===== src/rtl/product_accumulator.sv =====
// Saturating accumulator for signed multiplier products: sums a group of beats
// and presents sum, beat count and sticky overflow on a valid/ready result port.
module product_accumulator #(
  parameter int PROD_W = 64,
  parameter int ACC_W  = 72,
  parameter int CNT_W  = 16
) (
  input  logic                     clk,
  input  logic                     rst_n,
  input  logic                     in_valid,
  output logic                     in_ready,
  input  logic signed [PROD_W-1:0] in_prod,
  input  logic                     in_last,
  input  logic                     clear,
  output logic                     out_valid,
  input  logic                     out_ready,
  output logic signed [ACC_W-1:0]  out_acc,
  output logic [CNT_W-1:0]         out_count,
  output logic                     out_ovf
);

  typedef enum logic [1:0] {
    IDLE  = 2'd0,
    ACCUM = 2'd1,
    HOLD  = 2'd2
  } state_t;

  localparam logic signed [ACC_W-1:0] ACC_MAX = {1'b0, {(ACC_W-1){1'b1}}};
  localparam logic signed [ACC_W-1:0] ACC_MIN = {1'b1, {(ACC_W-1){1'b0}}};

  // The sum carries one guard bit; a mismatch between the top two bits means
  // the true value lies outside the ACC_W range and must clamp.
  function automatic logic signed [ACC_W-1:0] sat_acc(input logic signed [ACC_W:0] s);
    if (s[ACC_W] == s[ACC_W-1]) begin
      return s[ACC_W-1:0];
    end else if (s[ACC_W]) begin
      return ACC_MIN;
    end else begin
      return ACC_MAX;
    end
  endfunction

  function automatic logic sat_hit(input logic signed [ACC_W:0] s);
    return s[ACC_W] != s[ACC_W-1];
  endfunction

  function automatic logic [CNT_W-1:0] cnt_inc(input logic [CNT_W-1:0] c);
    return (&c) ? c : c + CNT_W'(1);
  endfunction

  state_t                    state_q, state_d;
  logic signed [ACC_W-1:0]   acc_q, acc_d;
  logic [CNT_W-1:0]          cnt_q, cnt_d;
  logic                      ovf_q, ovf_d;
  logic                      out_valid_q, out_valid_d;
  logic signed [ACC_W-1:0]   out_acc_q, out_acc_d;
  logic [CNT_W-1:0]          out_count_q, out_count_d;
  logic                      out_ovf_q, out_ovf_d;

  logic                      accept;
  logic signed [ACC_W:0]     acc_ext;
  logic signed [ACC_W:0]     prod_ext;
  logic signed [ACC_W:0]     sum;
  logic signed [ACC_W-1:0]   acc_new;
  logic [CNT_W-1:0]          cnt_new;
  logic                      ovf_new;

  assign in_ready = (state_q != HOLD) && !clear;
  assign accept   = in_valid && in_ready;

  assign acc_ext  = {acc_q[ACC_W-1], acc_q};
  assign prod_ext = {{(ACC_W+1-PROD_W){in_prod[PROD_W-1]}}, in_prod};
  assign sum      = acc_ext + prod_ext;
  assign acc_new  = sat_acc(sum);
  assign cnt_new  = cnt_inc(cnt_q);
  assign ovf_new  = ovf_q | sat_hit(sum);

  always_comb begin
    state_d     = state_q;
    acc_d       = acc_q;
    cnt_d       = cnt_q;
    ovf_d       = ovf_q;
    out_valid_d = out_valid_q;
    out_acc_d   = out_acc_q;
    out_count_d = out_count_q;
    out_ovf_d   = out_ovf_q;
    case (state_q)
      HOLD: begin
        // Result registers are frozen here; clear has no effect until drained.
        if (out_valid_q && out_ready) begin
          out_valid_d = 1'b0;
          state_d     = IDLE;
        end
      end
      default: begin
        if (clear) begin
          acc_d   = '0;
          cnt_d   = '0;
          ovf_d   = 1'b0;
          state_d = IDLE;
        end else if (accept) begin
          if (in_last) begin
            out_acc_d   = acc_new;
            out_count_d = cnt_new;
            out_ovf_d   = ovf_new;
            out_valid_d = 1'b1;
            acc_d       = '0;
            cnt_d       = '0;
            ovf_d       = 1'b0;
            state_d     = HOLD;
          end else begin
            acc_d   = acc_new;
            cnt_d   = cnt_new;
            ovf_d   = ovf_new;
            state_d = ACCUM;
          end
        end
      end
    endcase
  end

  always_ff @(posedge clk or negedge rst_n) begin
    if (!rst_n) begin
      state_q     <= IDLE;
      acc_q       <= '0;
      cnt_q       <= '0;
      ovf_q       <= 1'b0;
      out_valid_q <= 1'b0;
      out_acc_q   <= '0;
      out_count_q <= '0;
      out_ovf_q   <= 1'b0;
    end else begin
      state_q     <= state_d;
      acc_q       <= acc_d;
      cnt_q       <= cnt_d;
      ovf_q       <= ovf_d;
      out_valid_q <= out_valid_d;
      out_acc_q   <= out_acc_d;
      out_count_q <= out_count_d;
      out_ovf_q   <= out_ovf_d;
    end
  end

  assign out_valid = out_valid_q;
  assign out_acc   = out_acc_q;
  assign out_count = out_count_q;
  assign out_ovf   = out_ovf_q;

endmodule

===== config.mk =====
export PLATFORM = sky130hd
export DESIGN_NAME = product_accumulator
export DESIGN_NICKNAME = d
export VERILOG_FILES = /design/src/rtl/product_accumulator.sv
export SDC_FILE = /design/constraint.sdc
export NUM_CORES = 1
export LEC_CHECK = 0
export CAP_MARGIN = 20
export CORE_MARGIN = 5
export CORE_UTILIZATION = 45
export CTS_CLUSTER_SIZE = 30
export DETAILED_ROUTE_END_ITERATION = 8
export PLACE_DENSITY = 0.72
export SYNTH_ARGS = -nofsm -noshare
export SYNTH_HDL_FRONTEND = slang
export SYNTH_SLANG_ARGS = --single-unit
export TNS_END_PERCENT = 10

===== constraint.sdc =====
create_clock -name clk -period 10.34 [get_ports clk]
set_clock_uncertainty 0.15 [all_clocks]
set_input_delay 1.034 -clock clk [delete_from_list [all_inputs] [get_ports clk]]
set_output_delay 1.034 -clock clk [all_outputs]
set_load 0.01 [all_outputs]

==> flow_summary.json, run 1 <==
{
  "numCtsBuffers": 17,
  "coreArea_um2": 27000,
  "r2r_end": "acc_q[67]$_DFFE_PN0P_",
  "slew_viol_final": 0,
  "drive_gt1_share_pct": 6.68,
  "firstDrtPassIters": 5,
  "synthFlopType": "dfrtp_1",
  "finalCritPeriodShare_pct": 52.1,
  "grt_antenna_before_repair": 0,
  "crit_buf_inv": 2,
  "grt_pass1_wl_um": 61100,
  "max_freq_ghz": 0.186,
  "run_status": "finished clean",
  "ys_top_cells_by_area": "dfrtp_1 37%, ha_1 7.4%, nand2_1 7.0%",
  "synth_edf_count": 0,
  "num-nets-final": 1718,
  "syn_area_per_cell_um2": 8.38,
  "worstSkewPairLatency_ns": 0.45,
  "cp_cell_sequence": "clkdlybuf4s50_1 > ha_1 > a21o_1 > a31oi_1 > o21a_1 > nor2_1 > o32ai_4 > nand3_4 > or3b_4 > mux2i_1 > buf_4 > a211o_1 > nand2_1 > a221o_1",
  "synthDistinctLibCells": 78,
  "num_antenna_cells": 0,
  "die_h_um": 175,
  "wl_met1_um": 16500,
  "wl_met3_um": 2060,
  "track_usage_pct": 24.3,
  "syn_area_um2": 12300,
  "io_pins": 161,
  "dr_wl_met2_um": 17700,
  "final_cells": 1928,
  "port_buffers": 160,
  "slew_headroom_pct": 30.5,
  "nFillCells": 2477,
  "yosysWarnings": 0,
  "tritoncts": "built",
  "worstPathRequired_ns": 10.51,
  "dpl_worst_slack_ns": 4.61,
  "ir_worst_vdd_mv": 0.102,
  "cts.sinks": 181,
  "hold_buffers": 0,
  "cp_slowest_stage_delay_ns": 0.74,
  "worstSetupPathType": "in -> reg",
  "period_needed_ns": 5.39,
  "gr-total-overflow": 0,
  "slowest_stage": "mux2i_1",
  "top_layer": "met4",
  "antenna_left": 0,
  "hpwl_um": 27200,
  "worstSetupEndpointType": "flop",
  "p_leak_nw": 6.46,
  "hold_viol": 0,
  "postCtsSetupBuffers": 0,
  "yosysSeqAreaShare_pct": 36.8,
  "maxCapViolCount": 0,
  "ctsResizeCount": 0,
  "p_per_area_nw_per_um2": 223,
  "setup_violations": 0,
  "whs_path_depth": 2,
  "hold_path_end": "out_acc[21]$_DFFE_PN0P_",
  "start_util_pct": 45.7,
  "setup.worst_path.start_class": "input port",
  "reg2reg_slack_ns": 5.65,
  "std_cell_rows": 60,
  "routed_wl_um": 37100,
  "ctsHtreeMaxLevel": 4,
  "clk_path_buf_depth": 2,
  "netlist.area_leader.share_pct": 36.8,
  "die-area_um2": 30800,
  "arrival_ns": 5.56,
  "yosys.area.top_type": "dfrtp_1",
  "num_vias": 11508,
  "rr_startpoint": "acc_q[1]$_DFFE_PN0P_",
  "synth_fp_nets": 1613,
  "final_util_pct": 54.2,
  "path_delay_family": "compound AO/OA/AOI/OAI gates",
  "worstHoldStart": "out_acc[21]$_DFFE_PN0P_",
  "hold_path_class": "reg -> reg",
  "post_drt_via_cell_ratio": 5.97,
  "die-width_um": 175,
  "place_congestion": 0.965,
  "detail_route.wl_per_cell_um": 19.3,
  "dpl.cell_count": 1896,
  "drtIter0Drc": 1118,
  "grt_max_degree": 90,
  "r2r_cells": 12,
  "clk_pin_slew_ns": 0.08,
  "syn_to_final_growth_pct": 18.8,
  "fin_tns_setup_ns": 0,
  "syn_inst": 1469,
  "setup_slack_ns": 4.95,
  "rsz0062_at_grt": "no",
  "cts-root-buf": "clkbuf_16",
  "synthArstFlopShare_pct": 100,
  "path_max_fanout": 10,
  "grt_pass1_vias": 11557,
  "drc": 0,
  "tightestPinTransition_ns": 1.04,
  "synth-seq-cells": 181
}
==> how the worst max path moves through the flow <==
stage                      startpoint                     to  slack [ns]  cells after the start
after global routing       in_prod[1]  acc_q[67]$_DFFE_PN0P_        4.65                     13
after global placement    in_prod[63]  acc_q[38]$_DFFE_PN0P_        4.63                     14
after detailed placement  in_prod[63]  acc_q[38]$_DFFE_PN0P_        4.61                     14
after floorplan            in_prod[0]  acc_q[50]$_DFFE_PN0P_        6.16                     14
after CTS                 in_prod[63]  acc_q[38]$_DFFE_PN0P_        5.05                     14
final                     in_prod[63]  acc_q[38]$_DFFE_PN0P_        4.95                     14
==> registers in the layout, summed over array words and instances (netlist names) <==
name / flops
acc_q: 72
out_ovf: 1
out_acc: 72
out_count: 16
cnt_q: 16
state_q: 2
out_valid: 1
ovf_q: 1
==> logic make-up after synthesis <==
kind of cell / share of synthesized area (%)
xor gates and xnor gates: 5.34
DFF: 36.8
buffers and inverters: 4.45
muxes: 1.02
and+or+nand+nor: 18.1
adders and majority gates: 7.67
AOI/OAI and AO/OA: 26.6
==> Yosys cell counts (17+ instances only) <==
library cell,instances
nand2_1,228
dfrtp_1,181
a21oi_1,158
o21ai_0,141
nor2_1,94
ha_1,73
clkbuf_1,54
nand3_1,51
xnor2_1,51
inv_1,35
o21ai_1,26
xor2_1,24
a21o_1,23
nand4_1,23
buf_2,21
o21bai_1,20
a221o_1,19
a31oi_1,19
nor3_1,17
==> area by class of cell <==
class / count / area (um2) / area share [%]
multi-input combinational: 1167 / 7260 / 49.7
sequential: 181 / 4530 / 31.0
timing repair buffer: 171 / 1690 / 11.5
tap: 341 / 427 / 2.92
clock buffer: 17 / 425 / 2.91
clock inverter: 15 / 154 / 1.05
inverter: 36 / 135 / 0.925
==> metrics by stage <==
step,power (mW),cell area [um2],hold slack [ns]
detailed placement,2.59,14000,0.312
floorplan,1.98,12300,0.302
CTS,3.26,14600,0.330
global placement,2.57,14000,0.302
global route,3.47,14600,0.355
finish,3.25,14600,0.324
==> routing by layer <==
layer	vias up	track usage (%)
li1	5496	-
met1	5561	32.8
met2	387	40.3
met3	64	3.75
met4	0	7.59
met5	-	0
==> worst min-delay path, stage by stage (launching register included) <==
cell and delay (ns):
dfrtp_1 0.35, nand2_1 0.05, nand2_1 0.05
==> report_power, final <==
group          switching (mW)  internal, mW
registers               0.129         0.911
logic                   0.868         0.688
clock network           0.332         0.325
==> cell usage in the layout (no fill, tap or decap), types with 6 or more instances in the layout <==
cell and count:
a21oi_1 158, a22o_1 7, nor4_1 6, clkbuf_16 17
o21a_1 10, inv_1 35, xor2_1 24, xnor2_1 51
buf_4 11, o21ai_1 25, clkdlybuf4s50_1 159, o21bai_1 20
nor2_1 94, nor3_1 17, a221o_1 19, a21o_1 23
a31oi_1 19, nor2b_1 9, ha_1 73, or2_2 6
nand4_1 23, mux2_2 6, nor2_2 7, o211ai_1 13
nand3_1 50, o21ai_0 141, and3_1 11, nand2b_1 11
nand2_1 228, o31ai_1 11, a211oi_1 8, dfrtp_1 181
a21oi_2 13, and2_1 6
(Power assumes the default switching activity.)
==> run 2, diff against run 1 <==
==> constraint.sdc (replaced) <==
create_clock -name clk -period 5.1 [get_ports clk]
set_clock_uncertainty 0.15 [all_clocks]
set_input_delay 0.51 -clock clk [delete_from_list [all_inputs] [get_ports clk]]
set_output_delay 0.51 -clock clk [all_outputs]
set_load 0.01 [all_outputs]
==> run 2 against run 1 <==
  * Via count is essentially flat
  * Sequential cell count is the same
  * Register-to-register slack lost 4.7 ns
  * Routed wire length grew 1.4%
  * Die area is the same
  * Critical path depth grew 1
  * First-iteration DRC count shrank 9.4%
  * Hold slack lost 0.32 ns
  * Global-route usage shrank 0.081 points
  * Largest cell class unchanged
==> flow_summary.json, run 2 (same netlist as run 1, synthesis figures left out) <==
{
  "numCtsBuffers": 17,
  "die-width_um": 175,
  "ctsResizeCount": 0,
  "cts.sinks": 181,
  "grt.busiest_layer": "met2",
  "worstSetupPathType": "in -> reg",
  "die_h_um": 175,
  "drc": 0,
  "worstSetupEndpointType": "flop",
  "period_needed_ns": 4.34,
  "track_usage_pct": 24.2,
  "drive_gt1_share_pct": 7.44,
  "routed_wl_um": 37700,
  "post_drt_via_cell_ratio": 5.93,
  "hpwl_um": 27700,
  "dpl_worst_slack_ns": 0.392,
  "slew_viol_final": 0,
  "fin_tns_setup_ns": 0,
  "finalCritPeriodShare_pct": 85.0,
  "firstDrtPassIters": 6,
  "start_util_pct": 45.7,
  "p_per_area_nw_per_um2": 455,
  "slew_headroom_pct": 38.8,
  "nFillCells": 2469,
  "hold_buffers": 0,
  "postCtsSetupBuffers": 0,
  "std_cell_rows": 60,
  "max_freq_ghz": 0.231,
  "gr-total-overflow": 0,
  "grt_antenna_before_repair": 0,
  "tritoncts": "built",
  "cp_cell_sequence": "clkdlybuf4s50_1 > ha_1 > inv_1 > fa_1 > nand2b_1 > a21oi_1 > o21ai_4 > a211oi_2 > o2111ai_2 > nand3_4 > or3b_4 > mux2_2 > o21ai_0 > a21oi_1 > mux2_2",
  "grt_max_degree": 94,
  "ctsHtreeMaxLevel": 4,
  "setup_violations": 0,
  "setup.worst_path.start_class": "input port",
  "drtIter0Drc": 1013,
  "ir_worst_vdd_mv": 0.207,
  "worstSkewPairLatency_ns": 0.44,
  "place_congestion": 0.989,
  "run_status": "finished clean",
  "p_leak_nw": 6.54,
  "io_pins": 161,
  "worstPathRequired_ns": 5.33,
  "slowest_stage": "mux2_2",
  "met2_usage_pct": 40.3,
  "grtUsageMet3_pct": 3.47,
  "grt_pass1_wl_um": 60500,
  "cts-root-buf": "clkbuf_16",
  "port_buffers": 160,
  "maxCapViolCount": 0,
  "num_vias": 11501,
  "dpl.cell_count": 1909,
  "grt_pass1_vias": 11441,
  "die-area_um2": 30800,
  "layout_common_cells": "228 x nand2_1, 181 x dfrtp_1, 159 x clkdlybuf4s50_1",
  "final_cells": 1941,
  "hold_path_class": "in -> async",
  "cp_slowest_stage_delay_ns": 0.57,
  "num_antenna_cells": 0,
  "rsz0062_at_grt": "no",
  "final_common_cell": "nand2_1",
  "hold_viol": 0,
  "detail_route.wl_per_cell_um": 19.4,
  "clk_pin_slew_ns": 0.07,
  "coreArea_um2": 27000,
  "antenna_left": 0,
  "arrival_ns": 4.56,
  "tightestPinTransition_ns": 0.919,
  "grt.met1_usage_pct": 32.9,
  "num-nets-final": 1731,
  "syn_to_final_growth_pct": 20.1,
  "clk_path_buf_depth": 2,
  "whs_ns": 0.00886,
  "path_max_fanout": 23,
  "setup_slack_ns": 0.764
}
## run 2: cell types whose count changed in the layout (fill, tap and decap cells not counted), moves of 2 or more
cell | previous run | this run
buf_12 | 0 | 2
buf_4 | 11 | 22
bufinv_16 | 0 | 2
clkbuf_8 | 0 | 2
inv_6 | 5 | 7
inv_8 | 5 | 0
## run 2: path summary, 6_finish.rpt
kind,from,end,slack (ns),cells after the start
max,in_prod[0],out_acc[52]$_DFFE_PN0P_,0.76,15
min,rst_n,out_count[5]$_DFFE_PN0P_,0.009,1
max reg2reg,acc_q[11]$_DFFE_PN0P_,out_acc[49]$_DFFE_PN0P_,0.95,13
min reg2reg,out_acc[21]$_DFFE_PN0P_,out_acc[21]$_DFFE_PN0P_,0.32,2
max in group asynchronous,rst_n,acc_q[11]$_DFFE_PN0P_,3.75,2
min in group clk,out_acc[21]$_DFFE_PN0P_,out_acc[21]$_DFFE_PN0P_,0.32,2
## run 2: area by class of cell
class                      count  area, um2  share of cell area (%)
multi-input combinational   1167       7260                    49.1
tap                          341        427                    2.89
timing repair buffer         184       1810                    12.2
inverter                      36        135                   0.915
sequential                   181       4530                    30.7
clock inverter                13        161                    1.09
clock buffer                  19        453                    3.07
## run 2: stage by stage
step / util (%) / cell area (um2) / total power [mW]
floorplan: - / 12300 / 4.01
global placement: 52.5 / 14200 / 5.27
detailed placement: 52.5 / 14200 / 5.31
CTS: 54.8 / 14800 / 6.73
global route: 54.8 / 14800 / 7.14
finish: 54.8 / 14800 / 6.72
## run 2: critical path: cells and delay by family
kind            cells  cell delay, ns
mux                 2            0.76
buf+inv             2            0.57
simple gates        3            0.59
compound gates      6            1.55
fa+ha+maj           2            0.57
## run 2: where the power goes
group / leakage (nW) / total (mW) / switching (mW) / internal (mW)
logic: 3.89 / 3.21 / 1.78 / 1.43
registers: 2.36 / 2.11 / 0.258 / 1.85
clock network: 0.295 / 1.40 / 0.639 / 0.766
## run 2: per-layer routing
metal | vias to the layer above | share of wire, %
met4 | 0 | 2.6
met3 | 64 | 5.7
met2 | 385 | 46
met1 | 5525 | 45
met5 | - | 0
li1 | 5527 | -
